### src/rtl/sdram_slot_req.sv
// sdram_slot_req: per-slot SDRAM request front-end with a small line cache for one client.
module sdram_slot_req #(
    parameter int SDRAMW  = 22,
    parameter int AW      = 8,
    parameter int DW      = 8,
    parameter int RW      = 0,
    parameter int LATCH   = 0,
    parameter int DOUBLE  = 0,
    parameter int OKLATCH = 1
) (
    input  logic              clk,
    input  logic              rst,
    input  logic              clr,
    input  logic [SDRAMW-1:0] offset,
    input  logic [AW-1:0]     addr,
    input  logic              addr_ok,
    input  logic [DW-1:0]     wrdata,
    input  logic              wrin,
    output logic              req_rnw,
    output logic [SDRAMW-1:0] sdram_addr,
    input  logic [15:0]       din,
    input  logic              din_ok,
    input  logic              dst,
    output logic [DW-1:0]     dout,
    output logic              req,
    output logic              data_ok,
    input  logic              we
);
    localparam int N = (RW == 0 && DOUBLE != 0) ? 2 : 1;

    logic [SDRAMW-1:0] wa;
    logic [SDRAMW-1:0] tag_q [N];
    logic [15:0]       w0_q [N];
    logic [15:0]       w1_q [N];
    logic [N-1:0]      valid_q, match;
    logic [AW-1:0]     addr_q;
    logic [DW-1:0]     dout_q, dout_c;
    logic [31:0]       line;
    logic ptr_q, wait_q, cs_q, req_q, rnw_q, ram_ok_q, ok_q, lok_q;
    logic hit, stable, start, take, sel, fi, ok1, unused_wr;

    assign wa = DW == 8  ? SDRAMW'(addr[AW-1:1]) :
                DW == 16 ? SDRAMW'(addr) : SDRAMW'({addr, 1'b0});
    assign sdram_addr = offset + wa;

    for (genvar i = 0; i < N; i++) begin : g_match
        assign match[i] = valid_q[i] && tag_q[i] == wa;
    end

    assign fi     = (N == 2) ? ptr_q : 1'b0;
    assign sel    = (N == 2) ? match[N-1] : 1'b0;
    assign take   = we & din_ok;
    assign stable = addr_ok && addr == addr_q;
    assign start  = addr_ok && (!cs_q || addr != addr_q);
    assign hit    = (RW != 0) ? ram_ok_q : addr_ok & |match;
    assign line   = {w1_q[sel], w0_q[sel]};
    assign dout_c = DW'(DW == 8  ? {24'd0, addr[0] ? line[15:8] : line[7:0]} :
                        DW == 16 ? {16'd0, line[15:0]} : line);
    // Registered ok is qualified by an unchanged address so stale data is never flagged.
    assign ok1     = (RW != 0) ? ram_ok_q & stable : (OKLATCH != 0) ? ok_q & stable : hit;
    assign data_ok = ~rst & ((LATCH != 0) ? lok_q & stable : ok1);
    assign req     = ~rst & ((RW != 0) ? req_q : addr_ok & ~hit);
    assign dout    = (LATCH != 0) ? dout_q : dout_c;
    assign req_rnw = (RW != 0) ? rnw_q : 1'b1;
    assign unused_wr = ^wrdata;

    always_ff @(posedge clk) begin
        if (rst) begin
            valid_q  <= '0;
            ptr_q    <= 1'b0;
            wait_q   <= 1'b0;
            cs_q     <= 1'b0;
            addr_q   <= '0;
            req_q    <= 1'b0;
            rnw_q    <= 1'b1;
            ram_ok_q <= 1'b0;
            ok_q     <= 1'b0;
            lok_q    <= 1'b0;
            dout_q   <= '0;
            for (int i = 0; i < N; i++) begin
                tag_q[i] <= '0;
                w0_q[i]  <= '0;
                w1_q[i]  <= '0;
            end
        end else begin
            cs_q   <= addr_ok;
            addr_q <= addr;
            ok_q   <= hit;
            lok_q  <= ok1;
            dout_q <= dout_c;
            if (RW != 0) begin
                if (start) begin
                    req_q    <= 1'b1;
                    rnw_q    <= ~wrin;
                    ram_ok_q <= 1'b0;
                end else if (req_q && take) begin
                    req_q    <= 1'b0;
                    ram_ok_q <= 1'b1;
                    if (rnw_q) w0_q[0] <= din;
                end else if (!addr_ok) begin
                    ram_ok_q <= 1'b0;
                end
            end else begin
                // An entry only becomes valid once its last word has landed.
                if (take && dst) begin
                    tag_q[fi]   <= wa;
                    w0_q[fi]    <= din;
                    valid_q[fi] <= DW != 32;
                    wait_q      <= DW == 32;
                    if (DW != 32) ptr_q <= ~ptr_q;
                end else if (take && wait_q) begin
                    w1_q[fi]    <= din;
                    valid_q[fi] <= 1'b1;
                    wait_q      <= 1'b0;
                    ptr_q       <= ~ptr_q;
                end
                if (clr) begin
                    valid_q <= '0;
                    wait_q  <= 1'b0;
                end
            end
        end
    end
endmodule

### config.mk
export PLATFORM = sky130hd
export DESIGN_NAME = sdram_slot_req
export DESIGN_NICKNAME = d
export VERILOG_FILES = /design/src/rtl/sdram_slot_req.sv
export SDC_FILE = /design/constraint.sdc
export NUM_CORES = 1
export LEC_CHECK = 0
export BUFFER_PORTS_ARGS = -buffer_cell sky130_fd_sc_hd__buf_2
export CAP_MARGIN = 20
export CORE_UTILIZATION = 47
export CTS_CLUSTER_DIAMETER = 30
export DETAILED_ROUTE_END_ITERATION = 8
export GPL_ROUTABILITY_DRIVEN = 1
export PLACE_DENSITY = 0.78
export SYNTH_ARGS = -nofsm -noshare
export SYNTH_HDL_FRONTEND = slang
export SYNTH_SLANG_ARGS = --single-unit
### constraint.sdc
create_clock -name clk -period 2.32 [get_ports clk]
set_clock_uncertainty 0.05 [all_clocks]
set_input_delay 0.232 -clock clk [delete_from_list [all_inputs] [get_ports clk]]
set_output_delay 0.232 -clock clk [all_outputs]
set_load 0.01 [all_outputs]
# Yosys cells after proc, flatten, opt, wreduce, memory -nomap -nowiden
# Memory sizes are Yosys's and may differ from the RTL's.
# Cells that the tools add are included.
[totals]
latch_bits = 0
output_inout_bits = 33
in_bits = 62
ff_bits = 10
memories = 2
elab_cells = 33
mem_bits_rw = 23
romBits = 0
[classes]
div_mod_pow = 0
multipliers = 0
shift = 0
order_cmp = 0
muxes = 11
bitwise = 8
n_addsub = 1
eq_ne = 2
reduce_logical = 6
[memory_table]
columns = ["memory", "depth", "width", "rd", "rd_clocked_by_memory_dff", "wr", "line_no", "text"]
rows = [
  ["w0_q", 1, 16, 1, 0, 1, "33", "logic [15:0] w0_q [N];"],
  ["tag_q", 1, 7, 1, 0, 1, "32", "logic [SDRAMW-1:0] tag_q [N];"],
]
[op_table]
columns = ["op", "n"]
rows = [
  ["adder 22 x 7 -> 22 bit", 1],
  ["equality test 22 x 7 -> 1 bit", 1],
  ["2-to-1 mux 16 bit", 1],
  ["OR reduction 16 bit", 1],
  ["equality test 8 bit", 1],
  ["2-to-1 mux 1 bit", 8],
  ["2-to-1 mux 8 bit", 1],
  ["2-to-1 mux 7 bit", 1],
  ["OR reduction 7 bit", 1],
  ["AND 1 bit", 6],
  ["logical AND 1 bit", 3],
  ["NOT 1 bit", 2],
  ["OR reduction 2 bit", 1],
]

# Depth between registers and ports, before layout
# Gate-level depths: netlist of the first run.
[depth]
ltp_word = 7
mapped_depth = 8
ltp_nobuf = 8

# Worst setup path before layout of the first run
# Ideal clock, no wire load.
[synth_path]
path_kind = "input port to output port"
start = "input port offset[0]"
end = "output port sdram_addr[14]"
arrival_ps = 1728
stages = 8
path_slack_ps = 310
cell_sequence = "ha_1 inv_1 fa_1 nand2b_1 a21oi_2 o21a_2 o2111ai_1 xnor2_1"
[synth_between]
elab_chain_cells = 1
[synth_rtl]
columns = ["item", "line_no", "text"]
rows = [
  ["from (decl)", "14", "input logic [SDRAMW-1:0] offset,"],
  ["adder 22 x 7 -> 22 bit", "44", "assign sdram_addr = offset + wa;"],
  ["to (decl)", "20", "output logic [SDRAMW-1:0] sdram_addr,"],
]
# Every way passes these cells.

# Worst setup path after layout of the first run
[layout_path]
start = "input port addr[1]"
end = "output port sdram_addr[14]"
[layout_between]
elab_chain_cells = 1
[layout_rtl]
columns = ["item", "line_no", "text"]
rows = [
  ["from (decl)", "15", "input logic [AW-1:0] addr,"],
  ["adder 22 x 7 -> 22 bit", "44", ""],
]
# Every way passes these cells.

==> key figures, run 1 <==
Worst hold path
  • Min-Delay Path Class: in -> reg
  • HP Start: clr

Synthesis
  • Mapped cell area: 0.00203 mm²
  • Cell count after synthesis: 184
  • Seq/Total Area, Yosys: 43.8%
  • YS warnings: 0
  • Library cells used by synthesis: 38
  • Mapped Nets: 254
  • Flops & latches, synth: 33
  • Average size of a mapped cell: 11.1 µm²

Placement
  • DP HPWL: 3140 µm
  • Place WS: 102 ps
  • Port buffer count: 84
  • GP Congestion: 0.728
  • Placement Cell Area: 0.00252 mm²

Critical path
  • Setup crit start kind: input port
  • Arr. time, crit path: 1840 ps
  • CP endpoint kind: output port
  • Worst reg2reg path startpoint: tag_q[0][3]$_SDFFCE_PN0P_
  • Req. time, crit path: 2040 ps
  • Crit path kind: in -> out
  • CP Launch Point: addr[1]
  • Worst Path Max Fanout: 8

Floorplan
  • Die area: 0.00460 mm²
  • Initial Util: 49.8%
  • Die H: 67.8 µm
  • Chip Width: 67.8 µm
  • Row count: 23
  • Core footprint: 0.00409 mm²
  • IO Pins: 95

Clock network
  • Latest clock arrival within the worst-skew pair: 280 ps
  • CTS Sinks: 33
  • Max clock buf depth: 2
  • Root buffer selected by CTS: clkbuf_8
  • TritonCTS Buffers: 5
  • Hold-fix buffers at CTS: 0
  • TritonCTS clock tree: built
  • Clock transition at path regs: 60 ps
  • CTS H-tree lvls: 2

Final layout
  • # fillers: 336
  • Area growth syn-to-layout: 29.3%
  • Final core occ: 64.4%
  • Commonest non-fill, non-tap cells in the layout: buf_2, edfxtp_1, and2_1
  • Most common cell after layout, fill and taps aside: buf_2
  • Area occupied by multi-input gates: 0.00112 mm²
  • # diodes: 0
  • Fin nets: 344
  • FF+latch area: 891 µm²
  • Layout cells sized above 1: 42.5%
  • Final instance area: 0.00263 mm²

Timing
  • Min cycle time layout: 2130 ps
  • Final setup fails: 0
  • Final setup TNS: 0 ps
  • Fin worst setup slack: 193 ps
  • Final Max Slew Viols: 0
  • Final hold vios: 0
  • RSZ-0062 raised after global routing: no
  • Final period utilization: 91.7%
  • Hold WS: 63.5 ps
  • Peak Freq: 0.470 GHz

Global route
  • All-layer global routing usage: 18.1%
  • Initial antenna violation count: 0
  • Total grt overflow: 0
  • First-pass GRT wire length: 6090 µm
  • Vias in the first global route: 1439
  • Largest net degree at the start of global routing: 23

Route
  • Routed len/inst: 12.5 µm
  • First DRT Iteration DRCs: 29
  • DR WL met3: 211 µm
  • DR WL met2: 2190 µm
  • Vias/cell: 4.91
  • Via count: 1595
  • Wirelength, routed: 4060 µm
  • DRC Markers: 0
  • 1st-pass router iterations: 4
  • Routed Antenna Nets: 0
  • Top routing layer used: met4
  • M1 WL: 1640 µm

Run status
  • Status: finished, final reports clean

Power and ir drop
  • LEAKAGE: 1.16 nW
  • P per Cell Area: 544 mW/mm²
  • VDD IR-drop max: 0.000515 V

Flow run
  • Max-cap viol count: 0
## cells in the mapped netlist, drive strengths merged
cell type,number,area share (%)
edfxtp,23,34
and2,22,6.8
xnor2,17,7.3
xor2,17,7.3
nor2,13,3.0
dfxtp,10,9.8
mux2,8,4.4
nor2b,8,2.5
ha,7,4.3
o211ai,6,2.9
clkbuf,5,0.98
inv,5,0.92
nand2,5,0.92
a21o,4,1.5
a21oi,4,1.2
nand2b,4,1.2
nor3,4,1.5
nand4,3,1.2
o21ai,3,1.3
a31oi,2,1.4
and3,2,0.61
nand3,2,0.49
nor4,2,0.61
o2111ai,2,0.86
a211oi,1,0.61
buf,1,0.37
conb,1,0.18
fa,1,0.98
nor4b,1,0.43
o21a,1,0.43
## cell type report
class / instances / share of cell area (%)
inverter: 5 / 0.713
timing repair buffer: 89 / 17.4
clock buffer: 8 / 3.04
tap: 50 / 2.38
multi-input combinational: 140 / 42.6
sequential: 33 / 33.9
## layer usage
metal	up-vias	GRT usage [%]
li1	814	-
met1	734	20.4
met2	44	33.7
met3	3	5.24
met4	0	3.39
met5	-	0
## path summary, 6_finish.rpt
kind              slack [ps]  cells after the start                   end
hold reg to reg          450                      2       ok_q$_SDFF_PP0_
setup reg to reg        1070                      4       ok_q$_SDFF_PP0_
setup / recovery         190                     10        sdram_addr[14]
hold / removal            60                      2  valid_q$_SDFFE_PP0P_
## power by group
group | leakage [nW] | internal (mW) | switching, mW
clock network | 0.0395 | 0.213 | 0.187
registers | 0.309 | 0.669 | 0.0120
logic | 0.816 | 0.165 | 0.185
## registers in the layout (all words and copies together), names as in the netlist
signal / count
tag_q: 7
ok_q: 1
addr_q: 8
w0_q: 16
valid_q: 1
## worst max-delay path, cell delays in order
cell and delay (ps):
buf_2 90, ha_1 160, inv_1 60, fa_2 340, nand2b_4 160, a21oi_4 170
o21a_4 190, o2111ai_1 140, xnor2_1 160, buf_2 140
## stage by stage
| step | instances | total power [mW] |
|---|---|---|
| 3_3_place_gp | 316 | 1.03 |
| 6_report | 325 | 1.43 |
| 5_1_grt | 325 | 1.52 |
| 3_5_place_dp | 316 | 1.04 |
| 4_1_cts | 324 | 1.44 |
| 2_1_floorplan | 184 | 0.893 |
## cells by family (layout without fill, tap and decap cells)
group | count (synthesis) | after routing | synth area share (%)
buffers and inverters | 11 | 102 | 2.28
flip-flops | 33 | 33 | 43.8
adder cells (fa/ha/maj) | 8 | 8 | 5.29
XOR/XNOR | 34 | 34 | 14.6
other | 1 | 1 | 0.184
AO/OA/AOI/OAI | 23 | 23 | 10.1
AND/OR/NAND/NOR | 66 | 66 | 19.3
multiplexers | 8 | 8 | 4.43
## repair_timing
action,4_1_cts,5_1_grt
endpoints found under the setup margin,0,7
gates resized for setup,0,4
buffers inserted,0,0
(Power assumes the default switching activity.)
==> run 2, diff against run 1 <==
--- a/config.mk
+++ b/config.mk
@@ -11,7 +11,7 @@
 export CTS_CLUSTER_DIAMETER = 30
 export DETAILED_ROUTE_END_ITERATION = 8
 export GPL_ROUTABILITY_DRIVEN = 1
-export PLACE_DENSITY = 0.78
+export PLACE_DENSITY = 0.85
 export SYNTH_ARGS = -nofsm -noshare
 export SYNTH_HDL_FRONTEND = slang
 export SYNTH_SLANG_ARGS = --single-unit
==> key figures, run 2 (same netlist as run 1, synthesis figures left out) <==
Run status
  • Status: finished, final reports clean (unchanged)

Critical path
  • Crit path kind: in -> out (unchanged)
  • Delay-heaviest family, CP: adder cells (unchanged)
  • CP Cell Sequence: buf_2, ha_1, inv_1, fa_1, nand2b_4, a21oi_4, o21a_4, o2111ai_2, xnor2_1, buf_2 (was buf_2, ha_1, inv_1, fa_2, nand2b_4, a21oi_4, o21a_4, o2111ai_1, xnor2_1, buf_2)
  • Register-to-Register Setup Slack: 1080 ps (was 1070 ps)
  • CP Launch Point: addr[1] (unchanged)
  • FF-to-FF End: ok_q$_SDFF_PP0_ (unchanged)
  • Slowest CP cell: fa_1 (was fa_2)
  • Req. time, crit path: 2040 ps (about the same)
  • Most frequent CP cell: buf_2 (unchanged)
  • Setup crit start kind: input port (unchanged)
  • WP buf/inv: 3 (unchanged)
  • Worst reg2reg path startpoint: tag_q[0][0]$_SDFFCE_PN0P_ (was tag_q[0][3]$_SDFFCE_PN0P_)
  • Max incr delay on CP: 390 ps (was 340 ps)
  • Arr. time, crit path: 1930 ps (was 1840 ps)
  • Reg2reg path depth: 4 (unchanged)
  • Worst Path Max Fanout: 8 (unchanged)
  • CP endpoint kind: output port (unchanged)

Flow run
  • Max-cap viol count: 0 (unchanged)

Route
  • 1st-pass router iterations: 4 (unchanged)
  • First DRT Iteration DRCs: 38 (was 29)
  • Via count: 1634 (was 1595)
  • Vias/cell: 5.03 (was 4.91)
  • Routed len/inst: 13.1 µm (was 12.5 µm)
  • DRC Markers: 0 (unchanged)
  • Routed Antenna Nets: 0 (unchanged)
  • Wirelength, routed: 4260 µm (was 4060 µm)

Final layout
  • Largest Register: w0_q (unchanged)
  • Most common cell after layout, fill and taps aside: buf_2 (unchanged)
  • Top Registers: w0_q (16), addr_q (8), tag_q (7) (unchanged)
  • Fin nets: 344 (unchanged)
  • Layout cells sized above 1: 43.3% (was 42.5%)
  • Area growth syn-to-layout: 30.3% (was 29.3%)
  • Max reg flops: 16 (unchanged)
  • Commonest non-fill, non-tap cells in the layout: buf_2, edfxtp_1, and2_1 (unchanged)
  • # diodes: 0 (unchanged)
  • Final instance area: 0.00265 mm² (was 0.00263 mm²)

Placement
  • Place WS: 107 ps (was 102 ps)
  • Port buffer count: 84 (unchanged)
  • DP HPWL: 3260 µm (was 3140 µm)
  • Placement Cell Area: 0.00254 mm² (was 0.00252 mm²)
  • GP Congestion: 0.755 (was 0.728)

Global route
  • Total grt overflow: 0 (unchanged)
  • All-layer global routing usage: 18.6% (was 18.1%)
  • Initial antenna violation count: 0 (unchanged)
  • First-pass GRT wire length: 6150 µm (was 6090 µm)
  • Largest net degree at the start of global routing: 17 (was 23)
  • Vias in the first global route: 1447 (was 1439)

Clock network
  • Latest clock arrival within the worst-skew pair: 290 ps (was 280 ps)
  • Max clock buf depth: 2 (unchanged)
  • CTS Sinks: 33 (unchanged)
  • Hold-fix buffers at CTS: 0 (unchanged)
  • CTS H-tree lvls: 2 (unchanged)
  • Post-CTS setup buffer count: 0 (unchanged)
  • Clock transition at path regs: 60 ps (about the same)
  • TritonCTS clock tree: built (unchanged)
  • Root buffer selected by CTS: clkbuf_8 (unchanged)
  • TritonCTS Buffers: 5 (unchanged)
  • Cts repair resizes: 0 (unchanged)

Timing
  • Min cycle time layout: 2210 ps (was 2130 ps)
  • Final Max Slew Viols: 0 (unchanged)
  • Final period utilization: 95.4% (was 91.7%)
  • Final hold vios: 0 (unchanged)
  • Worst slew margin: 61.1%
  • Fin worst setup slack: 106 ps (was 193 ps)
  • Final setup fails: 0 (unchanged)
  • Peak Freq: 0.452 GHz (was 0.470 GHz)
  • Pin slew with the least headroom to its limit: 584 ps

Worst hold path
  • Min-Delay Path Class: in -> reg (unchanged)
  • Hold path endpoint: valid_q$_SDFFE_PP0P_ (unchanged)
  • Hold depth: 2 (unchanged)
  • HP Start: clr (unchanged)

Floorplan
  • Initial Util: 49.8% (unchanged)
  • Row count: 23 (unchanged)
  • Die area: 0.00460 mm² (unchanged)
  • Chip Width: 67.8 µm (unchanged)
  • Core footprint: 0.00409 mm² (unchanged)
  • Die H: 67.8 µm (unchanged)
  • IO Pins: 95 (unchanged)

Power and ir drop
  • LEAKAGE: 1.18 nW (was 1.16 nW)
  • VDD IR-drop max: 0.000433 V (was 0.000515 V)
  • P per Cell Area: 544 mW/mm² (about the same)
-- run 2: cell types whose count changed in the layout (fill, tap and decap cells not counted), sizes merged --
cell | previous run | this run
clkinv | 0 | 2
clkbuf | 8 | 6
-- run 2: per-layer routing --
layer  vias to the layer above  global-route usage [%]  routed length, µm
li1                        820                       -                  -
met1                       769                    20.5               1590
met2                        41                    33.4               2450
met3                         4                    4.56                160
met4                         0                    8.33                 57
met5                         -                       0                  0
-- run 2: worst max path at each step --
stage,slack (ps),end,depth (start not counted)
6_report,110,sdram_addr[14],10
5_1_grt,-10,sdram_addr[10],10
4_1_cts,80,sdram_addr[14],10
3_5_place_dp,110,sdram_addr[14],10
3_3_place_gp,110,sdram_addr[10],10
2_1_floorplan,310,sdram_addr[14],8
-- run 2: report_power, final --
group,total [mW],switching [mW],leakage (nW),internal [mW]
Sequential,0.681,0.0125,0.309,0.669
Clock,0.403,0.196,0.0450,0.207
Combinational,0.356,0.189,0.821,0.167
-- run 2: through the flow --
stage / hold WS [ps] / utilization [%] / cells / power, mW / setup TNS [ps]
2_1_floorplan: 254 / - / 184 / 0.893 / 0
3_3_place_gp: 347 / 62.2 / 317 / 1.03 / 0
3_5_place_dp: 345 / 62.2 / 317 / 1.04 / 0
4_1_cts: 45.0 / 64.2 / 325 / 1.44 / 0
5_1_grt: 58.4 / 64.9 / 325 / 1.51 / -13.5
6_report: 53.0 / 64.9 / 325 / 1.44 / 0
-- run 2: layout make-up --
class,instances,area (µm²)
Fill cell,327,1440
Clock buffer,6,72.6
Tap cell,50,62.6
Inverter,5,18.8
Sequential cell,33,891
Timing Repair Buffer,89,470
Clock inverter,2,10.0
Multi-Input combinational cell,140,1120
